### src/rtl/text_pkg.sv
// Shared constants and state encoding for the character-cell text buffer.
package text_pkg;
    localparam int TXT_COLS  = 32;
    localparam int TXT_ROWS  = 4;
    localparam int TXT_CELLS = 128;

    localparam logic [6:0] SPACE = 7'h20;
    localparam logic [7:0] BS    = 8'h08;
    localparam logic [7:0] LF    = 8'h0A;
    localparam logic [7:0] FF    = 8'h0C;
    localparam logic [7:0] CR    = 8'h0D;

    typedef enum logic [1:0] {CLEAR, IDLE, SCROLL_COPY, SCROLL_BLANK} state_t;
endpackage

### src/rtl/text_ram.sv
// 128x7 cell store: one write port, a synchronous display read port and an
// asynchronous read port used as the scroll source.
import text_pkg::*;

module text_ram (
    input  logic       clk,
    input  logic       we,
    input  logic [6:0] waddr,
    input  logic [6:0] wdata,
    input  logic [6:0] raddr,
    output logic [6:0] rdata,
    input  logic [6:0] aaddr,
    output logic [6:0] adata
);
    logic [6:0] mem [0:TXT_CELLS-1];

    // Non-blocking update gives read-before-write on a same-cell collision.
    always_ff @(posedge clk) begin
        if (we) begin
            mem[waddr] <= wdata;
        end
        rdata <= mem[raddr];
    end

    assign adata = mem[aaddr];
endmodule

### src/rtl/text_buffer.sv
// Text cell store with cursor engine: accepts a byte stream, handles control
// characters and scrolling, and answers pixel lookups with the covering cell code.
import text_pkg::*;

module text_buffer #(
    parameter int X0 = 192,
    parameter int Y0 = 208
) (
    input  logic       clk,
    input  logic       reset,
    input  logic       in_valid,
    input  logic [7:0] in_data,
    output logic       in_ready,
    input  logic [9:0] x,
    input  logic [9:0] y,
    output logic [6:0] ascii_code,
    output logic [4:0] cursor_col,
    output logic [1:0] cursor_row
);
    localparam logic [9:0] X0_L = 10'(X0);
    localparam logic [9:0] Y0_L = 10'(Y0);

    state_t     state;
    logic [6:0] idx;
    logic       we;
    logic [6:0] waddr;
    logic [6:0] wdata;
    logic [6:0] adata;
    logic [6:0] raddr;
    logic [6:0] rdata;
    logic       in_win;
    logic       win_q;
    logic       accept;
    logic       printable;

    assign accept    = in_valid && in_ready && !in_data[7];
    assign printable = (in_data >= 8'h20) && (in_data <= 8'h7E);

    // Display lookup; the window flag is delayed to line up with the RAM read.
    assign in_win = (x >= X0_L) && (x < X0_L + 10'd256) &&
                    (y >= Y0_L) && (y < Y0_L + 10'd64);
    assign raddr  = {2'((y - Y0_L) >> 4), 5'((x - X0_L) >> 3)};

    always_ff @(posedge clk) begin
        if (reset) begin
            win_q <= 1'b0;
        end else begin
            win_q <= in_win;
        end
    end

    assign ascii_code = win_q ? rdata : SPACE;

    always_comb begin
        we    = 1'b0;
        waddr = idx;
        wdata = SPACE;
        case (state)
            CLEAR, SCROLL_BLANK: we = 1'b1;
            SCROLL_COPY: begin
                we    = 1'b1;
                wdata = adata;
            end
            IDLE: begin
                if (accept && printable) begin
                    we    = 1'b1;
                    waddr = {cursor_row, cursor_col};
                    wdata = in_data[6:0];
                end else if (accept && in_data == BS) begin
                    if (cursor_col != 5'd0) begin
                        we    = 1'b1;
                        waddr = {cursor_row, cursor_col - 5'd1};
                    end else if (cursor_row != 2'd0) begin
                        we    = 1'b1;
                        waddr = {cursor_row - 2'd1, 5'd31};
                    end
                end
            end
            default: we = 1'b0;
        endcase
    end

    always_ff @(posedge clk) begin
        if (reset) begin
            state      <= CLEAR;
            idx        <= 7'd0;
            cursor_col <= 5'd0;
            cursor_row <= 2'd0;
            in_ready   <= 1'b0;
        end else begin
            case (state)
                CLEAR: begin
                    cursor_col <= 5'd0;
                    cursor_row <= 2'd0;
                    idx        <= idx + 7'd1;
                    if (idx == 7'd127) begin
                        state    <= IDLE;
                        in_ready <= 1'b1;
                    end
                end
                SCROLL_COPY: begin
                    idx <= idx + 7'd1;
                    if (idx == 7'd95) begin
                        state <= SCROLL_BLANK;
                    end
                end
                SCROLL_BLANK: begin
                    idx <= idx + 7'd1;
                    if (idx == 7'd127) begin
                        state      <= IDLE;
                        in_ready   <= 1'b1;
                        cursor_row <= 2'd3;
                        cursor_col <= 5'd0;
                    end
                end
                IDLE: begin
                    if (accept) begin
                        if (printable) begin
                            cursor_col <= cursor_col + 5'd1;
                            if (cursor_col == 5'd31) begin
                                if (cursor_row == 2'd3) begin
                                    state    <= SCROLL_COPY;
                                    idx      <= 7'd0;
                                    in_ready <= 1'b0;
                                end else begin
                                    cursor_row <= cursor_row + 2'd1;
                                end
                            end
                        end else if (in_data == LF || in_data == CR) begin
                            cursor_col <= 5'd0;
                            if (cursor_row == 2'd3) begin
                                state    <= SCROLL_COPY;
                                idx      <= 7'd0;
                                in_ready <= 1'b0;
                            end else begin
                                cursor_row <= cursor_row + 2'd1;
                            end
                        end else if (in_data == BS) begin
                            if (cursor_col != 5'd0) begin
                                cursor_col <= cursor_col - 5'd1;
                            end else if (cursor_row != 2'd0) begin
                                cursor_row <= cursor_row - 2'd1;
                                cursor_col <= 5'd31;
                            end
                        end else if (in_data == FF) begin
                            state      <= CLEAR;
                            idx        <= 7'd0;
                            in_ready   <= 1'b0;
                            cursor_col <= 5'd0;
                            cursor_row <= 2'd0;
                        end
                    end
                end
                default: state <= CLEAR;
            endcase
        end
    end

    text_ram u_ram (
        .clk   (clk),
        .we    (we),
        .waddr (waddr),
        .wdata (wdata),
        .raddr (raddr),
        .rdata (rdata),
        .aaddr (idx + 7'(TXT_COLS)),
        .adata (adata)
    );
endmodule

### config.mk
export PLATFORM = sky130hd
export DESIGN_NAME = text_buffer
export DESIGN_NICKNAME = d
export VERILOG_FILES = /design/src/rtl/text_pkg.sv /design/src/rtl/text_ram.sv /design/src/rtl/text_buffer.sv
export SDC_FILE = /design/constraint.sdc
export NUM_CORES = 1
export LEC_CHECK = 0
export ABC_CLOCK_PERIOD_IN_PS = 10000
export BUFFER_PORTS_ARGS = -buffer_cell sky130_fd_sc_hd__buf_2
export CAP_MARGIN = 10
export CORE_MARGIN = 2
export CORE_UTILIZATION = 50
export DETAILED_ROUTE_END_ITERATION = 16
export PLACE_DENSITY_LB_ADDON = 0.25
export RECOVER_POWER = 100
export SLEW_MARGIN = 10
export SYNTH_ARGS = -nofsm -noshare
export SYNTH_HDL_FRONTEND = slang
export SYNTH_SLANG_ARGS = --single-unit
export TNS_END_PERCENT = 30
### constraint.sdc
create_clock -name clk -period 10 [get_ports clk]
set_input_delay 1.5 -clock clk [delete_from_list [all_inputs] [get_ports clk]]
set_output_delay 1.5 -clock clk [all_outputs]
set_load 0.01 [all_outputs]
==> flow_summary_export.csv, run 1 <==
group,metric,value,unit
clock_network,postCtsHoldBufs,0,
sta,fin_skew,0.0257,ns
floorplanning,core_area,0.0868,mm²
yosys,ys_warn_count,0,
placed_design,dp_cells,3381,
placed_design,dp_hpwl,77200,µm
sta,tightest_slew,4.02,ns
global_route,busiest_layer,"met2",
sta,report.final.slew_viol_count,346,
clock_network,clk_path_buf_depth,3,
yosys,synth.distinct_cells,64,
sta,tns,0,ns
min_path,hp-class,"register to register",
global_route,grt_overflow_total,0,
placed_design,gp_congestion,0.901,
power_and_ir_drop,ir_drop,0.000131,V
clock_network,cts_buffers,95,
clock_network,cts_tree,"yes",
setup_path,r2r_slack,2.65,ns
setup_path,worst_ep_required_time,10.08,ns
cells_and_area,final_cells,3557,
setup_path,crit_path_end,"u_ram.mem[36][6]",
setup_path,path_class,"register to register",
sta,slew_headroom,-168,%
global_route,grt_max_degree,105,
yosys,ys_ff_latch,921,
sta,fmax,0.136,GHz
power_and_ir_drop,p_per_area,175,mW/mm²
setup_path,crit_fanout,52,
global_route,met2_usage,42.5,%
route,drt-total-wl,123000,µm
yosys,syn_area_per_cell,18.8,µm²
floorplanning,initial_core_util,50.4,%
clock_network,clock-sinks,921,
yosys,ys_seq_area_share,62.6,%
route,firstDrtPassIters,5,
placed_design,post-place-ws,3.86,ns
route,drt_iter0_drc,3714,
cells_and_area,drive_gt1_share,28.8,%
floorplanning,dieHeight,300,µm
setup_path,startpoint,"idx[0]",
route,route.detailed.wl_per_inst,34.7,µm
route,num_vias,25100,
setup_path,endpoint_kind,"register",
setup_path,startpoint_type,"register",
floorplanning,io_pins,46,
clock_network,cts_root_buf,"clkbuf_16",
yosys,synth_edf_count,896,
job,drv_cap,11,
sta,min_period,7.35,ns
yosys,syn_area,0.0437,mm²
route,antenna_left,0,
global_route,grt_pass1_vias,25300,
cells_and_area,syn2layout_area_growth,9.76,%
sta,hold_viol,0,
clock_network,post_cts_resized,0,
sta,hold_ws,0.521,ns
global_route,grt_usage,27.7,%
yosys,synthCells,2329,
setup_path,reg2regPathDepth,9,
placed_design,portBuffers,42,
floorplanning,rows,108,
setup_path,reg2reg_to,"u_ram.mem[36][6]",
cells_and_area,multi_input_area,0.0155,mm²
cells_and_area,final_core_util,55.4,%
floorplanning,die_w,300,µm
yosys,synthArstFlopShare,0,%
global_route,grt_pass1_wl,178000,µm
run_status,failed_checks,"capacitance limit, slew limit",
clock_network,cts_setup_buffers,0,
yosys,synth_nets,2374,
clock_network,htreeDepth,3,
global_route,grt.met3_usage,7.20,%
sta,rsz0062_at_grt,"false",
yosys,synthFlopType,"edfxtp_1",
setup_path,cp_data_arrival_time,7.43,ns
cells_and_area,regArea,0.0274,mm²
cells_and_area,final_nets,2368,
sta,post-route-period-util,73.5,%
clock_network,insertion_delay,0.66,ns
global_route,antenna_found_initial,3,
sta,setup_slack,2.65,ns
global_route,gr-usage-met1,38.2,%
setup_path,r2r-start,"idx[0]",
power_and_ir_drop,p_leak,13.7,nW
cells_and_area,fill_cells,6581,
clock_network,clkTransAtPathRegs,0.06,ns
floorplanning,fp.dieArea,0.0899,mm²
sta,setup_violations,0,
route,viasPerCell,7.06,
run_status,status,"finished with violations",
route,route.detailed.drc,0,
power by group:
group	leakage (nW)	total (mW)	internal, mW	switching, mW
Clock	1.49	3.50	2.03	1.47
Sequential	7.68	4.23	4.21	0.0161
Combinational	4.52	0.672	0.274	0.399
Total	13.7	8.40	6.51	1.89
registers in the layout, summed over array words and instances, names as in the netlist:
signal,count
cursor_row,2
cursor_col,5
idx,7
u_ram.mem,896
u_ram.rdata,7
win_q,1
state,2
in_ready,1
cell usage after synthesis, drive strengths merged (9+ instances only):
master / number / area (µm²)
clkbuf: 123 / 462
nor2: 153 / 634
inv: 17 / 63.8
dfxtp: 25 / 500
nand4: 12 / 75.1
edfxtp: 896 / 26900
buf: 71 / 337
a221oi: 15 / 131
o21a: 9 / 67.6
ha: 14 / 175
mux4: 462 / 10400
o21ai: 46 / 230
and2: 12 / 75.1
a22o: 14 / 123
a21oi: 77 / 385
o221ai: 43 / 377
a22oi: 34 / 255
nand2: 29 / 109
a211oi: 18 / 135
mux2i: 136 / 1360
nand3: 19 / 95.1
metal layers:
layer	vias up	part of all wire, %
li1	10000	-
met1	13300	37
met2	1561	47
met3	265	12
met4	0	4.4
met5	-	0
logic make-up (layout without fill, tap and decap cells):
group                      count (synthesis)  in the layout  share of synthesized area, %
other                                      0              3                             0
DFF                                      921            921                          62.6
and+or+nand+nor                          277            277                          3.22
muxes                                    599            599                          26.9
buffers and inverters                    211            281                          1.97
AOI/OAI and AO/OA                        305            305                          4.80
adders and majority gates                 14             14                         0.400
xor gates and xnor gates                   2              2                        0.0400
cells in the final DEF, fill, tap and decap left out, types with 36 or more instances in the layout:
master,instances
clkbuf_16,97
nor2_1,152
a21oi_1,77
buf_4,36
mux2i_1,136
mux4_2,462
o221ai_1,43
edfxtp_1,896
o21ai_0,42
clkbuf_1,39
metrics by stage:
stage	power (mW)	instance area (µm²)
after detailed placement	4.98	45100
final	8.40	48000
after floorplan	4.75	43700
after global routing	8.60	48000
after global placement	4.97	45100
after CTS	8.42	48200
how the worst min path moves through the flow:
stage / depth (start not counted) / end / slack (ns) / startpoint
2_1_floorplan: 2 / state[0] / 0.48 / state[0]
3_3_place_gp: 2 / in_ready / 0.50 / in_ready
3_5_place_dp: 2 / state[0] / 0.51 / state[0]
4_1_cts: 2 / state[0] / 0.52 / state[0]
5_1_grt: 2 / state[0] / 0.57 / state[0]
6_report: 2 / state[0] / 0.52 / state[0]
area by class of cell:
cell class	instances	share of cell area [%]
clock buffers	115	5.20
inverters	17	0.133
flip-flops and latches	921	57.1
clock inverters	58	1.12
diodes	3	0.0156
well taps	1155	3.01
multi-input cells	1197	32.2
repair buffers	91	1.19
worst max-delay path: stages, from the launching register on:
cell and delay, ns:
dfxtp_4 0.79, clkbuf_1 2.13, buf_4 0.73, mux4_2 0.36
a22oi_1 0.09, a21oi_1 0.20, a22oi_1 0.10, and3_1 0.23
o21ai_0 0.22, clkbuf_1 1.82
Power figures use the tool's default switching activity.
==> inputs of run 2 (changes only) <==
- ABC_CLOCK_PERIOD_IN_PS: 10000 -> 7100
- clock period: 10 -> 7.1 ns (I/O delays scaled with it)
==> run 2 against run 1 <==
  * The run still ends with capacitance limit, slew limit left
  * Register-to-register slack lost 1.6 ns
  * Via count rose by 0.62%
  * Critical path depth is 3 lower
  * Final cell count up 0.17%
  * First-iteration DRC count increased by 0.83%
  * Cell area rose by 0.44%
  * Largest power group unchanged
  * Highest routed layer is now met5
==> flow_summary_export.csv, run 2 (synthesis gave the netlist of run 1 again) <==
group,metric,value,unit
setup_path,reg2reg_to,"u_ram.mem[115][5]",
floorplanning,die_w,300,µm
cells_and_area,fill_cells,6571,
clock_network,post_cts_resized,0,
placed_design,portBuffers,42,
setup_path,path_class,"register to register",
clock_network,htreeDepth,3,
route,drt-total-wl,125000,µm
cells_and_area,syn2layout_area_growth,10.2,%
floorplanning,dieHeight,300,µm
setup_path,reg2regPathDepth,6,
sta,hold_viol,0,
setup_path,path_delay_family,"flip-flops",
sta,setup_violations,0,
floorplanning,rows,108,
route,num_vias,25300,
sta,slew_headroom,-45.1,%
power_and_ir_drop,seqPwrFrac,50.3,%
setup_path,crit_fanout,80,
power_and_ir_drop,ir_drop,0.000172,V
setup_path,startpoint_type,"register",
global_route,grt_max_degree,93,
placed_design,gp_congestion,0.906,
cells_and_area,drive_gt1_share,29.0,%
setup_path,worst_ep_required_time,7.32,ns
clock_network,cts_root_buf,"clkbuf_16",
sta,tightest_slew,2.18,ns
clock_network,clock-sinks,921,
run_status,status,"finished with violations",
min_path,min_from,"state[0]",
global_route,grt_pass1_vias,25100,
min_path,holdPathEnd,"state[0]",
sta,post-route-period-util,85.8,%
job,drv_cap,5,
floorplanning,fp.dieArea,0.0899,mm²
setup_path,r2r_slack,1.01,ns
cells_and_area,largestRegisters,"u_ram.mem (896), idx (7), u_ram.rdata (7)",
global_route,grt_pass1_wl,179000,µm
clock_network,cts_tree,"yes",
power_and_ir_drop,p_sw,2.63,mW
power_and_ir_drop,p_leak,13.8,nW
cells_and_area,most-common-layout-cells,"896 x edfxtp_1, 462 x mux4_2, 152 x nor2_1",
cells_and_area,antenna_cells,0,
sta,report.final.slew_viol_count,174,
route,antenna_left,0,
setup_path,cp_data_arrival_time,6.31,ns
route,viasPerCell,7.09,
sta,fmax,0.164,GHz
placed_design,post-place-ws,1.61,ns
global_route,antenna_found_initial,3,
sta,rsz0062_at_grt,"false",
setup_path,r2r-start,"idx[0]",
setup_path,cp_num_cells,6,
global_route,busiest_layer,"met2",
global_route,met2_usage,43.1,%
route,firstDrtPassIters,6,
floorplanning,core_area,0.0868,mm²
setup_path,startpoint,"idx[0]",
min_path,hp-class,"register to register",
setup_path,crit_buf_inv,1,
power_and_ir_drop,power.internal,9.21,mW
power_and_ir_drop,switching_share,22.2,%
floorplanning,io_pins,46,
setup_path,path_cells,"nand3_1 -> o221ai_1 -> a221oi_1 -> o31a_1 -> o2111ai_4 -> clkbuf_2",
cells_and_area,final_nets,2381,
clock_network,insertion_delay,0.67,ns
run_status,failed_checks,"capacitance limit, slew limit",
min_path,min_delay_path_depth,2,
route,route.detailed.wl_per_inst,35.1,µm
placed_design,dp_hpwl,80000,µm
cells_and_area,final_common_cell,"edfxtp_1",
cells_and_area,top_register,"u_ram.mem",
setup_path,endpoint_kind,"register",
clock_network,cts_buffers,92,
global_route,grt_usage,27.9,%
clock_network,postCtsHoldBufs,0,
power_and_ir_drop,clkPwrFrac,41.7,%
clock_network,cts_setup_buffers,0,
sta,fin_skew,0.0334,ns
setup_path,slowest_delay,1.57,ns
route,drt_iter0_drc,3745,
route,route.detailed.drc,0,
sta,min_period,6.09,ns
setup_path,slowest_stage,"dfxtp_1",
global_route,grt_overflow_total,0,
clock_network,clkTransAtPathRegs,0.06,ns
sta,hold_ws,0.548,ns
global_route,grt.met3_usage,6.32,%
global_route,gr-usage-met1,39.2,%
clock_network,clk_path_buf_depth,3,
power_and_ir_drop,combPwrFrac,8.0,%
power_and_ir_drop,p_per_area,245,mW/mm²
floorplanning,initial_core_util,50.4,%
sta,setup_slack,1.01,ns
cells_and_area,largest_reg_flops,896,
## run 2: cell count changes in the layout (fill, tap and decap cells not counted), moves of 5 or more
| cell | change |
|---|---|
| clkinv_2 | -8 |
| clkinv_1 | -11 |
| buf_12 | +9 |
| clkbuf_1 | +8 |
| clkbuf_8 | +10 |
| buf_4 | +5 |
## run 2: layout make-up
| type | count | area, µm² | area share [%] |
|---|---|---|---|
| clock inverter | 38 | 455 | 0.944 |
| inverter | 17 | 63.8 | 0.132 |
| timing repair buffer | 107 | 795 | 1.65 |
| tap | 1155 | 1450 | 3.00 |
| clock buffer | 128 | 2580 | 5.35 |
| sequential | 921 | 27400 | 56.8 |
| multi-input combinational | 1197 | 15500 | 32.1 |
## run 2: worst max-delay path by stage
stage | endpoint | slack, ns
3_5_place_dp | u_ram.mem[24][1] | 1.61
4_1_cts | u_ram.mem[66][4] | 2.03
2_1_floorplan | u_ram.mem[0][1] | -1.46
6_report | u_ram.mem[115][5] | 1.01
5_1_grt | u_ram.mem[122][5] | 0.81
3_3_place_gp | u_ram.mem[81][4] | 1.66
## run 2: power groups by stage
stage          Sequential [mW]  Combinational, mW  Clock [mW]
2_1_floorplan             6.06              0.629           0
3_3_place_gp              6.07              0.936           0
3_5_place_dp              6.07              0.945           0
4_1_cts                   5.96              0.945        4.97
5_1_grt                   5.96              0.981        5.18
6_report                  5.96              0.948        4.93
## run 2: layer usage
layer  part of all wire (%)  routed length (µm)
met1                     38               47100
met5                 0.0088                  11
met2                     47               59400
met3                     11               13700
met4                    3.9                4880
## run 2: stage by stage
stage | total power [mW] | util (%) | cells | cell area (µm²) | setup TNS [ns]
CTS | 11.9 | 55.7 | 3560 | 48400 | 0
global route | 12.1 | 55.6 | 3563 | 48200 | 0
floorplan | 6.69 | - | 2329 | 43700 | -372.47
finish | 11.8 | 55.6 | 3563 | 48200 | 0
detailed placement | 7.02 | 52.2 | 3394 | 45300 | 0
global placement | 7.00 | 52.2 | 3394 | 45300 | 0
## run 2: worst reg2reg max path, delay by kind of cell (launching register included)
family	cells	cell delay, ns
AOI/OAI and AO/OA	4	1.55
and+or+nand+nor	1	1.13
DFF	1	1.57
buffers and inverters	1	1.33
